<file path="config.mk">
export PLATFORM = sky130hd
export DESIGN_NAME = override_sequencer
export DESIGN_NICKNAME = d
export VERILOG_FILES = /design/src/rtl/override_pkg.sv /design/src/rtl/override_timer.sv /design/src/rtl/override_sequencer.sv
export SDC_FILE = /design/constraint.sdc
export NUM_CORES = 1
export LEC_CHECK = 0
export ABC_CLOCK_PERIOD_IN_PS = 3000
export CORE_MARGIN = 8
export CORE_UTILIZATION = 46
export CTS_CLUSTER_DIAMETER = 100
export DETAILED_ROUTE_END_ITERATION = 6
export PLACE_DENSITY = 0.82
export SLEW_MARGIN = 20
export SYNTH_ARGS = -nofsm -noshare
export SYNTH_HDL_FRONTEND = slang
export SYNTH_SLANG_ARGS = --single-unit
</file>
<file path="constraint.sdc">
create_clock -name clk -period 3 [get_ports clk]
set_input_delay 0.6 -clock clk [delete_from_list [all_inputs] [get_ports clk]]
set_output_delay 0.6 -clock clk [all_outputs]
set_load 0.1 [all_outputs]
</file>
<file path="src/rtl/override_pkg.sv">
// Shared definitions for the override sequencer.
//   DEF_WIDTH   : default width of the held value
//   DEF_DUR_W   : default width of the override duration field
//   ovr_state_e : sequencer FSM states (IDLE, ACTIVE)
package override_pkg;

    localparam int DEF_WIDTH = 4;
    localparam int DEF_DUR_W = 8;

    typedef enum logic {
        IDLE   = 1'b0,
        ACTIVE = 1'b1
    } ovr_state_e;

endpackage

</file>
<file path="src/rtl/override_timer.sv">
// Override duration counter.
// Ports:
//   clk, rst  : clock, synchronous active-high reset (count -> 0)
//   load, len : load the counter with len (load wins over dec)
//   dec       : decrement by one; the count never goes below 1 and never wraps
//   expire    : count == 1, the current cycle is the last timed override cycle
//   infinite  : count == 0, the loaded length was 0 (hold until released)
module override_timer
    import override_pkg::*;
#(
    parameter int DUR_W = DEF_DUR_W
) (
    input  logic             clk,
    input  logic             rst,
    input  logic             load,
    input  logic [DUR_W-1:0] len,
    input  logic             dec,
    output logic             expire,
    output logic             infinite
);

    logic [DUR_W-1:0] count;

    always_ff @(posedge clk) begin
        if (rst) begin
            count <= '0;
        end else if (load) begin
            count <= len;
        end else if (dec && (count > {{(DUR_W-1){1'b0}}, 1'b1})) begin
            // Floor at 1: a count of 0 (hold forever) or 1 (expiring) never moves.
            count <= count - 1'b1;
        end
    end

    assign expire   = (count == {{(DUR_W-1){1'b0}}, 1'b1});
    assign infinite = (count == '0);

endmodule

</file>
<file path="src/rtl/override_sequencer.sv">
// Holds a value for a downstream register. Normal writes update it in IDLE;
// an accepted override takes ownership of it for ovr_len cycles (or until
// rel_req when ovr_len is 0), during which normal writes are discarded.
//
// Handshake: an override is accepted at a rising edge where ovr_valid and
// ovr_ready are both 1. ovr_ready depends on state only (1 in IDLE), so the
// requester may hold ovr_valid high; each IDLE entry accepts at most once.
//
// Ports:
//   clk, rst            : clock, synchronous active-high reset
//   wr_en, wr_data      : normal write strobe and value
//   ovr_valid/ovr_ready : override request handshake
//   ovr_data, ovr_len   : override value and duration (0 = until released)
//   rel_req             : early release of an active override
//   q                   : held value (registered)
//   ovr_active          : override owns q (registered)
//   ovr_done            : one-cycle pulse in the first IDLE cycle after release
//   wr_dropped          : one-cycle pulse after a discarded normal write
module override_sequencer
    import override_pkg::*;
#(
    parameter int WIDTH = DEF_WIDTH,
    parameter int DUR_W = DEF_DUR_W
) (
    input  logic             clk,
    input  logic             rst,
    input  logic             wr_en,
    input  logic [WIDTH-1:0] wr_data,
    input  logic             ovr_valid,
    output logic             ovr_ready,
    input  logic [WIDTH-1:0] ovr_data,
    input  logic [DUR_W-1:0] ovr_len,
    input  logic             rel_req,
    output logic [WIDTH-1:0] q,
    output logic             ovr_active,
    output logic             ovr_done,
    output logic             wr_dropped
);

    ovr_state_e       state, state_d;
    logic [WIDTH-1:0] q_d;
    logic             active_d;
    logic             done_d;
    logic             dropped_d;
    logic             tmr_load;
    logic             tmr_dec;
    logic             tmr_expire;
    logic             tmr_infinite;

    assign ovr_ready = (state == IDLE);

    override_timer #(
        .DUR_W (DUR_W)
    ) u_timer (
        .clk      (clk),
        .rst      (rst),
        .load     (tmr_load),
        .len      (ovr_len),
        .dec      (tmr_dec),
        .expire   (tmr_expire),
        .infinite (tmr_infinite)
    );

    always_comb begin
        state_d   = state;
        q_d       = q;
        active_d  = 1'b0;
        done_d    = 1'b0;
        dropped_d = 1'b0;
        tmr_load  = 1'b0;
        tmr_dec   = 1'b0;

        case (state)
            IDLE: begin
                if (ovr_valid) begin
                    // Override beats a same-edge write; the write is reported dropped.
                    state_d   = ACTIVE;
                    q_d       = ovr_data;
                    active_d  = 1'b1;
                    tmr_load  = 1'b1;
                    dropped_d = wr_en;
                end else if (wr_en) begin
                    q_d = wr_data;
                end
            end
            ACTIVE: begin
                // Writes are discarded on every ACTIVE edge, the release edge included.
                dropped_d = wr_en;
                if (rel_req || tmr_expire) begin
                    state_d = IDLE;
                    done_d  = 1'b1;
                end else begin
                    active_d = 1'b1;
                    tmr_dec  = !tmr_infinite;
                end
            end
            default: begin
                state_d = IDLE;
            end
        endcase
    end

    always_ff @(posedge clk) begin
        if (rst) begin
            state      <= IDLE;
            q          <= '0;
            ovr_active <= 1'b0;
            ovr_done   <= 1'b0;
            wr_dropped <= 1'b0;
        end else begin
            state      <= state_d;
            q          <= q_d;
            ovr_active <= active_d;
            ovr_done   <= done_d;
            wr_dropped <= dropped_d;
        end
    end

endmodule

</file>
==> results of run 1 <==
cells by family after synthesis:
kind of cell	after synthesis	share of synthesized area, %
DFF	15	37.50
buffers and inverters	7	3.281
muxes	4	5.000
and+or+nand+nor	37	24.84
xor gates and xnor gates	3	3.282
adders and majority gates	3	4.688
AOI/OAI and AO/OA	24	21.41
power groups by stage:
stage                     Clock [W]  Sequential, W  Combinational (W)
after CTS                  0.000120       0.000236           0.000193
after detailed placement          0       0.000241           0.000192
after floorplan                   0       0.000291          0.0000837
after global routing       0.000131       0.000239           0.000207
final                      0.000117       0.000236           0.000193
after global placement            0       0.000240           0.000189
layer usage:
| metal | wire (µm) | track usage (%) | up-vias | share of wire (%) |
|---|---|---|---|---|
| met3 | 97 | 1.545 | 5 | 4.7 |
| met5 | 0 | 0 | - | 0 |
| met2 | 1028 | 20.26 | 18 | 50 |
| met4 | 43 | 7.343 | 0 | 2.1 |
| li1 | - | - | 403 | - |
| met1 | 894 | 15.72 | 373 | 43 |
per-stage QoR:
step / hold WS (ns) / total power, W / std cells
2_1_floorplan: 0.5010 / 0.0003745 / 93
3_3_place_gp: 0.4886 / 0.0004288 / 134
3_5_place_dp: 0.4940 / 0.0004323 / 134
4_1_cts: 0.5066 / 0.0005492 / 138
5_1_grt: 0.5304 / 0.0005773 / 138
6_report: 0.5035 / 0.0005466 / 138
cell usage in the layout, fill, tap and decap left out, types with 3 or more instances in the layout:
master | Yosys | final
clkdlybuf4s50_1 | 0 | 20
nor2_1 | 17 | 17
dfxtp_1 | 15 | 15
buf_4 | 0 | 8
a211oi_1 | 7 | 7
a21oi_1 | 5 | 5
mux2i_1 | 4 | 4
inv_1 | 3 | 3
o21ai_0 | 3 | 3
nor3_1 | 3 | 3
or3_1 | 3 | 3
xnor2_1 | 3 | 3
ha_1 | 3 | 3
clkbuf_4 | 0 | 3
flip-flops by register name, indices dropped and copies added (netlist names):
| register | flops |
|---|---|
| ovr_done | 1 |
| q | 4 |
| state | 1 |
| u_timer.count | 8 |
| wr_dropped | 1 |
final timing paths:
check | start | to | depth (start not counted)
worst min-delay path | q[2] | q[2] | 2
worst min register to register | q[2] | q[2] | 2
worst max-delay path | u_timer.count[0] | u_timer.count[5] | 6
worst max register to register | u_timer.count[0] | u_timer.count[5] | 6
tightest hold or removal path, cell delays in order, from the launching register on:
cell and delay, ns:
dfxtp_1 0.32, nor2_1 0.10, a211oi_1 0.05
cell type report:
cell class,count,area (µm²)
repair buffers,28,260.3
inverters,3,11.26
multi-input cells,71,474.2
well taps,17,21.27
clock buffers,4,26.28
fillers,146,595.6
flip-flops and latches,15,300.3
cell usage after synthesis:
library cell	number	area [µm²]
and4_1	1	8.760
nor2_1	17	63.81
dfxtp_1	15	300.3
nor2b_1	1	6.260
a31oi_1	1	6.260
nor3b_1	1	7.510
a2111oi_0	1	8.760
nand2b_1	1	6.260
a311oi_2	1	15.01
mux2i_1	4	40.04
nand3b_1	2	15.01
nand2_1	2	7.510
or4_1	1	7.510
or4_4	1	11.26
a31o_2	1	8.760
ha_1	3	37.54
nor3_1	3	15.01
xnor2_1	3	26.28
or3_1	3	18.77
and2_1	1	6.260
o21ai_0	3	15.01
a21o_1	1	7.510
a21oi_1	5	25.02
nor4_1	2	12.51
a211oi_1	7	52.55
inv_1	3	11.26
clkbuf_1	4	15.01
a311oi_1	2	17.52
o22ai_1	1	6.260
a32oi_1	1	8.760
nor4_2	1	12.51
==> impl_metrics.tcl, run 1 <==
set metrics [dict create \
    worst_slew_pin_slew_ns 0.6449 \
    seq_power_share_pct 43.3 \
    power_leakage_nw 0.4146 \
    final_antenna_net_count 0 \
    end_kind "flip-flop" \
    wl_per_cell_um 14.95 \
    ys_ff_latch 15 \
    via_per_inst 5.790 \
    worstPathCellList "inv_1 -> ha_1 -> or3_1 -> a311oi_2 -> a311oi_1 -> nor4_1" \
    max_clock_freq_mhz 438.5 \
    num_rows 15 \
    drtIter0Drc 18 \
    grt_max_degree 16 \
    p_sw_share_pct 37.75 \
    ir_drop_mv 0.2535 \
    cpMaxStageDelayCell "a311oi_2" \
    postCtsHoldBufs 0 \
    crit_fanout 9 \
    cts_tree "built" \
    nets 146 \
    cts_setup_buffers 0 \
    grt_antenna_before_repair 0 \
    fin_crit_ns 2.280 \
    synth_area_um2 800.8 \
    grt_first_pass_wirelength_um 3415 \
    clock_sinks 15 \
    cap_viol_max_count 0 \
    ys_warn_count 0 \
    final-setup-viol-count 0 \
    numPortBuffers 28 \
    diodes 0 \
    path_class "flip-flop to flip-flop" \
    arrival_ns 2.48 \
    fin_crit_sh_pct 76.01 \
    pwr-share-comb_pct 35.3 \
    fin_util_pct 64.74 \
    startpoint_type "flip-flop" \
    area.growth.synth_to_final_pct 36.56 \
    ff2ff_setup_slack_ns 0.72 \
    p_int_w 0.0003403 \
    status "complete, no violations" \
    finClkSkew_ns 0.001185 \
    tns_ns 0 \
    numCtsBuffers 3 \
    critPathTopFamily "compound AO/OA/AOI/OAI gates" \
    die_w_um 57.72 \
    grt_pass1_vias 767 \
    drc 0 \
    syn-mean-instance-area_um2 8.610 \
    slowest_delay_ns 0.62 \
    vias 799 \
    netlist_instances 93 \
    fp.coreArea_mm2 0.001689 \
    report.final.slew_viol_count 0 \
    clockBufferDepth 2 \
    design_area_mm2 0.001094 \
    htreeDepth 1 \
    dp_hpwl_um 1559 \
    hold_viol 0 \
    overflow 0 \
    path_buf_inv 1 \
    pwr-share-clk_pct 21.5 \
    drtPass1Iterations 4 \
    cp_data_required_time_ns 3.20 \
    rsz0062_at_grt "false" \
    p_switching_w 0.0002064 \
    synth_cell_types 31 \
    dpl_worst_slack_ns 0.7222 \
    slew-limit-headroom_pct 57.01 \
    track_usage_pct 12.60 \
    cts_resized 0 \
    dieArea_mm2 0.003332 \
    layout-drive-gt1-share_pct 12.40 \
    clk_pin_slew_ns 0.09 \
    routed_wl_um 2063 \
    syn-num-nets 117 \
    cts_root_buf "clkbuf_4" \
    p_per_area_mw_per_mm2 499.9 \
    ys_seq_area_share_pct 37.50 \
    placed_area_mm2 0.001067 \
    clock_latency_ns 0.28 \
    hp-class "flip-flop to flip-flop" \
    io_pins 29 \
    gp_congestion 0.8036 \
    die_h_um 57.72 \
    fin_ws_ns 0.7197 \
    start_util_pct 47.41 \
]
No activity file was read; power rests on OpenSTA's default activity.
==> run 2: changes to the inputs <==
- ABC_CLOCK_PERIOD_IN_PS: 3000 -> 2050
- CORE_UTILIZATION: 46 -> 39
- PLACE_DENSITY: 0.82 -> 0.74
- clock period: 3 -> 2.05 ns (I/O delays scaled with it)
==> run 2 against run 1 <==
Effect of this change:
- die area grew 13%
- non-clock buffer count grew 8
- final area is 9.4% higher
- clock-buffer cell count unchanged
- worst hold slack better by 0.014 ns
- critical path type unchanged
==> impl_metrics.tcl, run 2 (synthesis gave the netlist of run 1 again) <==
set metrics [dict create \
    gp_congestion 0.7595 \
    rsz0062_at_grt "false" \
    dp_hpwl_um 1635 \
    clock_sinks 15 \
    diodes 0 \
    drtIter0Drc 15 \
    cts_tree "built" \
    ff2ff_setup_slack_ns 0.13 \
    drtPass1Iterations 4 \
    layout-drive-gt1-share_pct 21.71 \
    nets 154 \
    ff2ff_path_depth 7 \
    ir_drop_mv 0.4751 \
    startpoint_type "flip-flop" \
    largest_reg_flops 8 \
    min-delay-start "q[1]" \
    final-setup-viol-count 0 \
    clockBufferDepth 2 \
    worst_slew_pin_slew_ns 0.5896 \
    path_class "flip-flop to flip-flop" \
    whs_path_depth 2 \
    area.growth.synth_to_final_pct 49.38 \
    track_usage_pct 12.73 \
    drc 0 \
    layout_common_cells "clkdlybuf4s50_1, nor2_1, buf_4" \
    worstPathCellList "inv_1 -> ha_1 -> or3_1 -> a311oi_4 -> buf_6 -> xnor2_1 -> a211oi_2" \
    numCtsBuffers 3 \
    num_rows 16 \
    rr_startpoint "u_timer.count[1]" \
    cp_data_required_time_ns 2.25 \
    grt_pass1_vias 834 \
    final_antenna_net_count 0 \
    report.final.slew_viol_count 0 \
    crit_fanout 9 \
    dieArea_mm2 0.003759 \
    finClkSkew_ns 0.001098 \
    power_leakage_nw 0.4568 \
    wl_per_cell_um 14.03 \
    dp_cells 151 \
    status "complete, no violations" \
    htreeDepth 1 \
    grt_first_pass_wirelength_um 3622 \
    numPortBuffers 28 \
    r2r_end "u_timer.count[0]" \
    p_per_area_mw_per_mm2 695.7 \
    vias 859 \
    slowest_delay_ns 0.41 \
    hp-class "flip-flop to flip-flop" \
    cpMaxStageDelayCell "or3_1" \
    slew-limit-headroom_pct 60.57 \
    stdcell_count 156 \
    start_util_pct 41.24 \
    top_register "u_timer.count" \
    io_pins 29 \
    fp.coreArea_mm2 0.001942 \
    postCtsHoldBufs 0 \
    die_h_um 61.31 \
    via_per_inst 5.506 \
    hold_viol 0 \
    arrival_ns 2.12 \
    clk_pin_slew_ns 0.09 \
    cts_root_buf "clkbuf_4" \
    fin_crit_ns 1.918 \
    p_total_w 0.0008322 \
    reg.largest.list "u_timer.count: 8 flops, q: 4 flops" \
    grt_max_degree 16 \
    fin_crit_sh_pct 93.55 \
    grt_antenna_before_repair 0 \
    layout_commonest_cell "clkdlybuf4s50_1" \
    hold_path_end "q[1]" \
    cap_viol_max_count 0 \
    max_clock_freq_mhz 521.4 \
    die_w_um 61.31 \
    overflow 0 \
    end_kind "flip-flop" \
    routed_wl_um 2189 \
    clock_latency_ns 0.29 \
]
==> run 2: layout make-up <==
type | instances | area, µm²
clock buffer | 4 | 26.28
fill | 184 | 745.7
inverter | 3 | 15.01
multi-input combinational | 71 | 490.5
sequential | 15 | 306.5
tap | 27 | 33.78
timing repair buffer | 36 | 324.1
==> run 2: worst max path at each step <==
stage	from	endpoint	slack (ns)
2_1_floorplan	state	u_timer.count[5]	-0.01
3_3_place_gp	u_timer.count[1]	u_timer.count[0]	0.04
3_5_place_dp	u_timer.count[1]	u_timer.count[5]	-0.006
4_1_cts	u_timer.count[1]	u_timer.count[5]	0.05
5_1_grt	u_timer.count[1]	u_timer.count[5]	0.02
6_report	u_timer.count[1]	u_timer.count[0]	0.13
==> run 2: metrics by stage <==
| step | hold slack (ns) | util, % | setup WS (ns) | area, µm² | TNS (ns) |
|---|---|---|---|---|---|
| 2_1_floorplan | 0.4821 | - | -0.01222 | 819.5 | -0.01222 |
| 4_1_cts | 0.5193 | 60.63 | 0.04774 | 1177 | 0 |
| 6_report | 0.5178 | 61.60 | 0.1321 | 1196 | 0 |
| 3_3_place_gp | 0.4894 | 59.28 | 0.03829 | 1151 | 0 |
| 3_5_place_dp | 0.5035 | 59.28 | -0.006380 | 1151 | -0.006380 |
| 5_1_grt | 0.5310 | 61.60 | 0.01542 | 1196 | 0 |
==> run 2: worst max-delay path: cells and delay by family (launching register included) <==
family / cells / cell delay (ns)
adders and majority gates: 1 / 0.19
xor gates and xnor gates: 1 / 0.09
buffers and inverters: 2 / 0.25
and+or+nand+nor: 1 / 0.41
DFF: 1 / 0.36
AOI/OAI and AO/OA: 2 / 0.53
==> run 2: metal layers <==
metal	vias to the layer above	wire length (µm)	global-route usage [%]
li1	420	-	-
met1	403	948	14.49
met2	34	1028	20.30
met3	2	202	6.889
met4	0	10	2.990
met5	-	0	0
==> run 2: timing repair <==
action	in CTS	in global routing
setup buffers	0	1
setup endpoints to repair	2	4
resized for setup	0	4
pin swaps	1	1
==> run 2: where the power goes <==
| group | switching [W] | leakage [nW] | total [W] | internal [W] |
|---|---|---|---|---|
| sequential | 0.0000281 | 0.125 | 0.000346 | 0.000318 |
| clock | 0.0000992 | 0.0150 | 0.000175 | 0.0000756 |
| combinational | 0.000187 | 0.316 | 0.000311 | 0.000124 |
==> patch, RTL diff (config.mk and constraints of run 1) <==
The package constant `DEF_DUR_W` goes from 8 to 12.
--- a/src/rtl/override_pkg.sv
+++ b/src/rtl/override_pkg.sv
@@ -5,7 +5,7 @@
 package override_pkg;
 
     localparam int DEF_WIDTH = 4;
-    localparam int DEF_DUR_W = 8;
+    localparam int DEF_DUR_W = 12;
 
     typedef enum logic {
         IDLE   = 1'b0,
Ports: changed (resized ovr_len); port bits go from 29 to 33. No check against the original RTL was run, so the function may have changed too.
==> patch against run 1 <==
Design area rose by 34%. Non-clock buffer count rose by 8. Largest power group unchanged. Worst hold slack got worse by 0.0062 ns. Power rose by 26%. Cell count rose by 37%. Setup slack got worse by 0.13 ns. Global-route usage rose by 2.3 points. Sequential share of layout area fell by 1.5 points. Clock power rose by 15%. Wire length rose by 55%. Count of clock-buffer cells in the layout did not move. Sequential cell count rose by 4. Area after synthesis rose by 38%.
==> patch: results (changes against run 1) <==
[yosys]
synth_cell_types=46  ; was 31
syn_nets=156  ; was 117
synth_common_cells=dfxtp_1 (19), nor2_1 (13), nand2_1 (7)  ; was nor2_1 (17), dfxtp_1 (15), a211oi_1 (7)
ys_seq_area_share_pct=34.3  ; was 37.5%
yosysWarnings=0  ; unchanged

[cells_and_area]
layout-drive-gt1-share_pct=15.5  ; was 12.4%
final_nets=190  ; was 146
top_regs=u_timer.count (12), q (4)  ; was u_timer.count (8), q (4)

[grt]
grt_antenna_before_repair=0  ; unchanged
grt_util_all_layers_pct=14.9  ; was 12.6%
grt_pass1_wl_mm=5.11  ; was 3.42 mm
grt_pass1_vias=1160  ; was 767
grt_max_degree=21  ; was 16

[run_status]
outcome=complete, no violations  ; unchanged

[route]
via_per_inst=6.21  ; was 5.79
firstDrtPassIters=6  ; was 4
wl_per_cell_um=16.9  ; was 14.9 um
drtIter0Drc=51  ; was 18

[min_path]
hp-start=u_timer.count[6]$_SDFFE_PP0P_  ; was q[2]$_SDFFE_PP0P_
min_to=u_timer.count[6]$_SDFFE_PP0P_  ; was q[2]$_SDFFE_PP0P_

[place]
port_buffers=32  ; was 28
hpwl_mm=2.39  ; was 1.56 mm
gp_congestion=0.948  ; was 0.804

[power_and_ir_drop]
leakagePower_nw=0.569  ; was 0.415 nW
ir_drop_v=0.000363  ; was 0.000254 V

[sta]
worstMarginPinSlew_ns=0.742  ; was 0.645 ns
hold-worst-slack_ns=0.497  ; was 0.503 ns
fin_skew_ns=0.00862  ; was 0.00118 ns

[worst_setup_path]
ff2ff_setup_slack_ns=0.59  ; was 0.72 ns
r2r-end=u_timer.count[11]$_SDFFE_PP0P_  ; was u_timer.count[5]$_SDFFE_PP0P_
r2r_cells=7  ; was 6
critPathMaxFanout=7  ; was 9

[clock_tree]
htree_levels=1  ; unchanged
clock_insertion_delay_worst_skew_ns=0.31  ; was 0.28 ns
clkTransAtPathRegs_ns=0.11  ; was 0.09 ns

patch: cell type report:
class	count	area, um2
fillers	201	788
multi-input cells	96	672
flip-flops and latches	19	380
repair buffers	36	330
well taps	28	35.0
clock buffers	4	26.3
inverters	6	22.5
patch: critical path, cell delays in order (launching register included):
cell,delay (ns)
dfxtp_1,0.44
inv_1,0.11
ha_1,0.25
nor3_1,0.43
o41ai_2,0.21
buf_4,0.21
or4_2,0.60
nand3_1,0.10
patch: metrics by stage:
step	cells	setup slack, ns	instance area (um2)	total power, mW	util [%]
4_1_cts	189	0.634	1470	0.692	65.0
3_3_place_gp	185	0.538	1440	0.549	63.9
6_report	189	0.594	1470	0.690	65.0
3_5_place_dp	185	0.450	1440	0.556	63.9
5_1_grt	189	0.507	1470	0.724	65.0
2_1_floorplan	128	0.631	1110	0.474	-
patch: worst max-delay path by stage:
stage | start | to | slack (ns)
after global routing | u_timer.count[0]$_SDFFE_PP0P_ | u_timer.count[11]$_SDFFE_PP0P_ | 0.51
after global placement | rel_req | u_timer.count[11]$_SDFFE_PP0P_ | 0.54
after floorplan | state$_SDFF_PP0_ | u_timer.count[8]$_SDFFE_PP0P_ | 0.63
final | u_timer.count[0]$_SDFFE_PP0P_ | u_timer.count[11]$_SDFFE_PP0P_ | 0.59
after CTS | u_timer.count[0]$_SDFFE_PP0P_ | u_timer.count[11]$_SDFFE_PP0P_ | 0.63
after detailed placement | rel_req | u_timer.count[11]$_SDFFE_PP0P_ | 0.45
patch: metal layers:
layer  global-route usage [%]  part of all wire [%]
met5                        0                     0
met4                     5.72                   2.0
met3                     4.92                   7.8
met2                     25.3                    45
met1                     16.8                    45
patch: where the power goes:
part | switching (mW) | internal (mW) | leakage [nW]
Sequential | 0.0250 | 0.274 | 0.157
Combinational | 0.158 | 0.0976 | 0.397
Clock | 0.0827 | 0.0520 | 0.0150
patch: cells by family (layout without fill, tap and decap cells):
kind of cell,count (synthesis),in the layout,synth area share (%)
AOI/OAI and AO/OA,31,31,23.1
xor gates and xnor gates,1,1,0.790
adders and majority gates,3,3,3.39
buffers and inverters,13,46,5.08
DFF,19,19,34.3
muxes,4,4,3.61
and+or+nand+nor,57,57,29.7
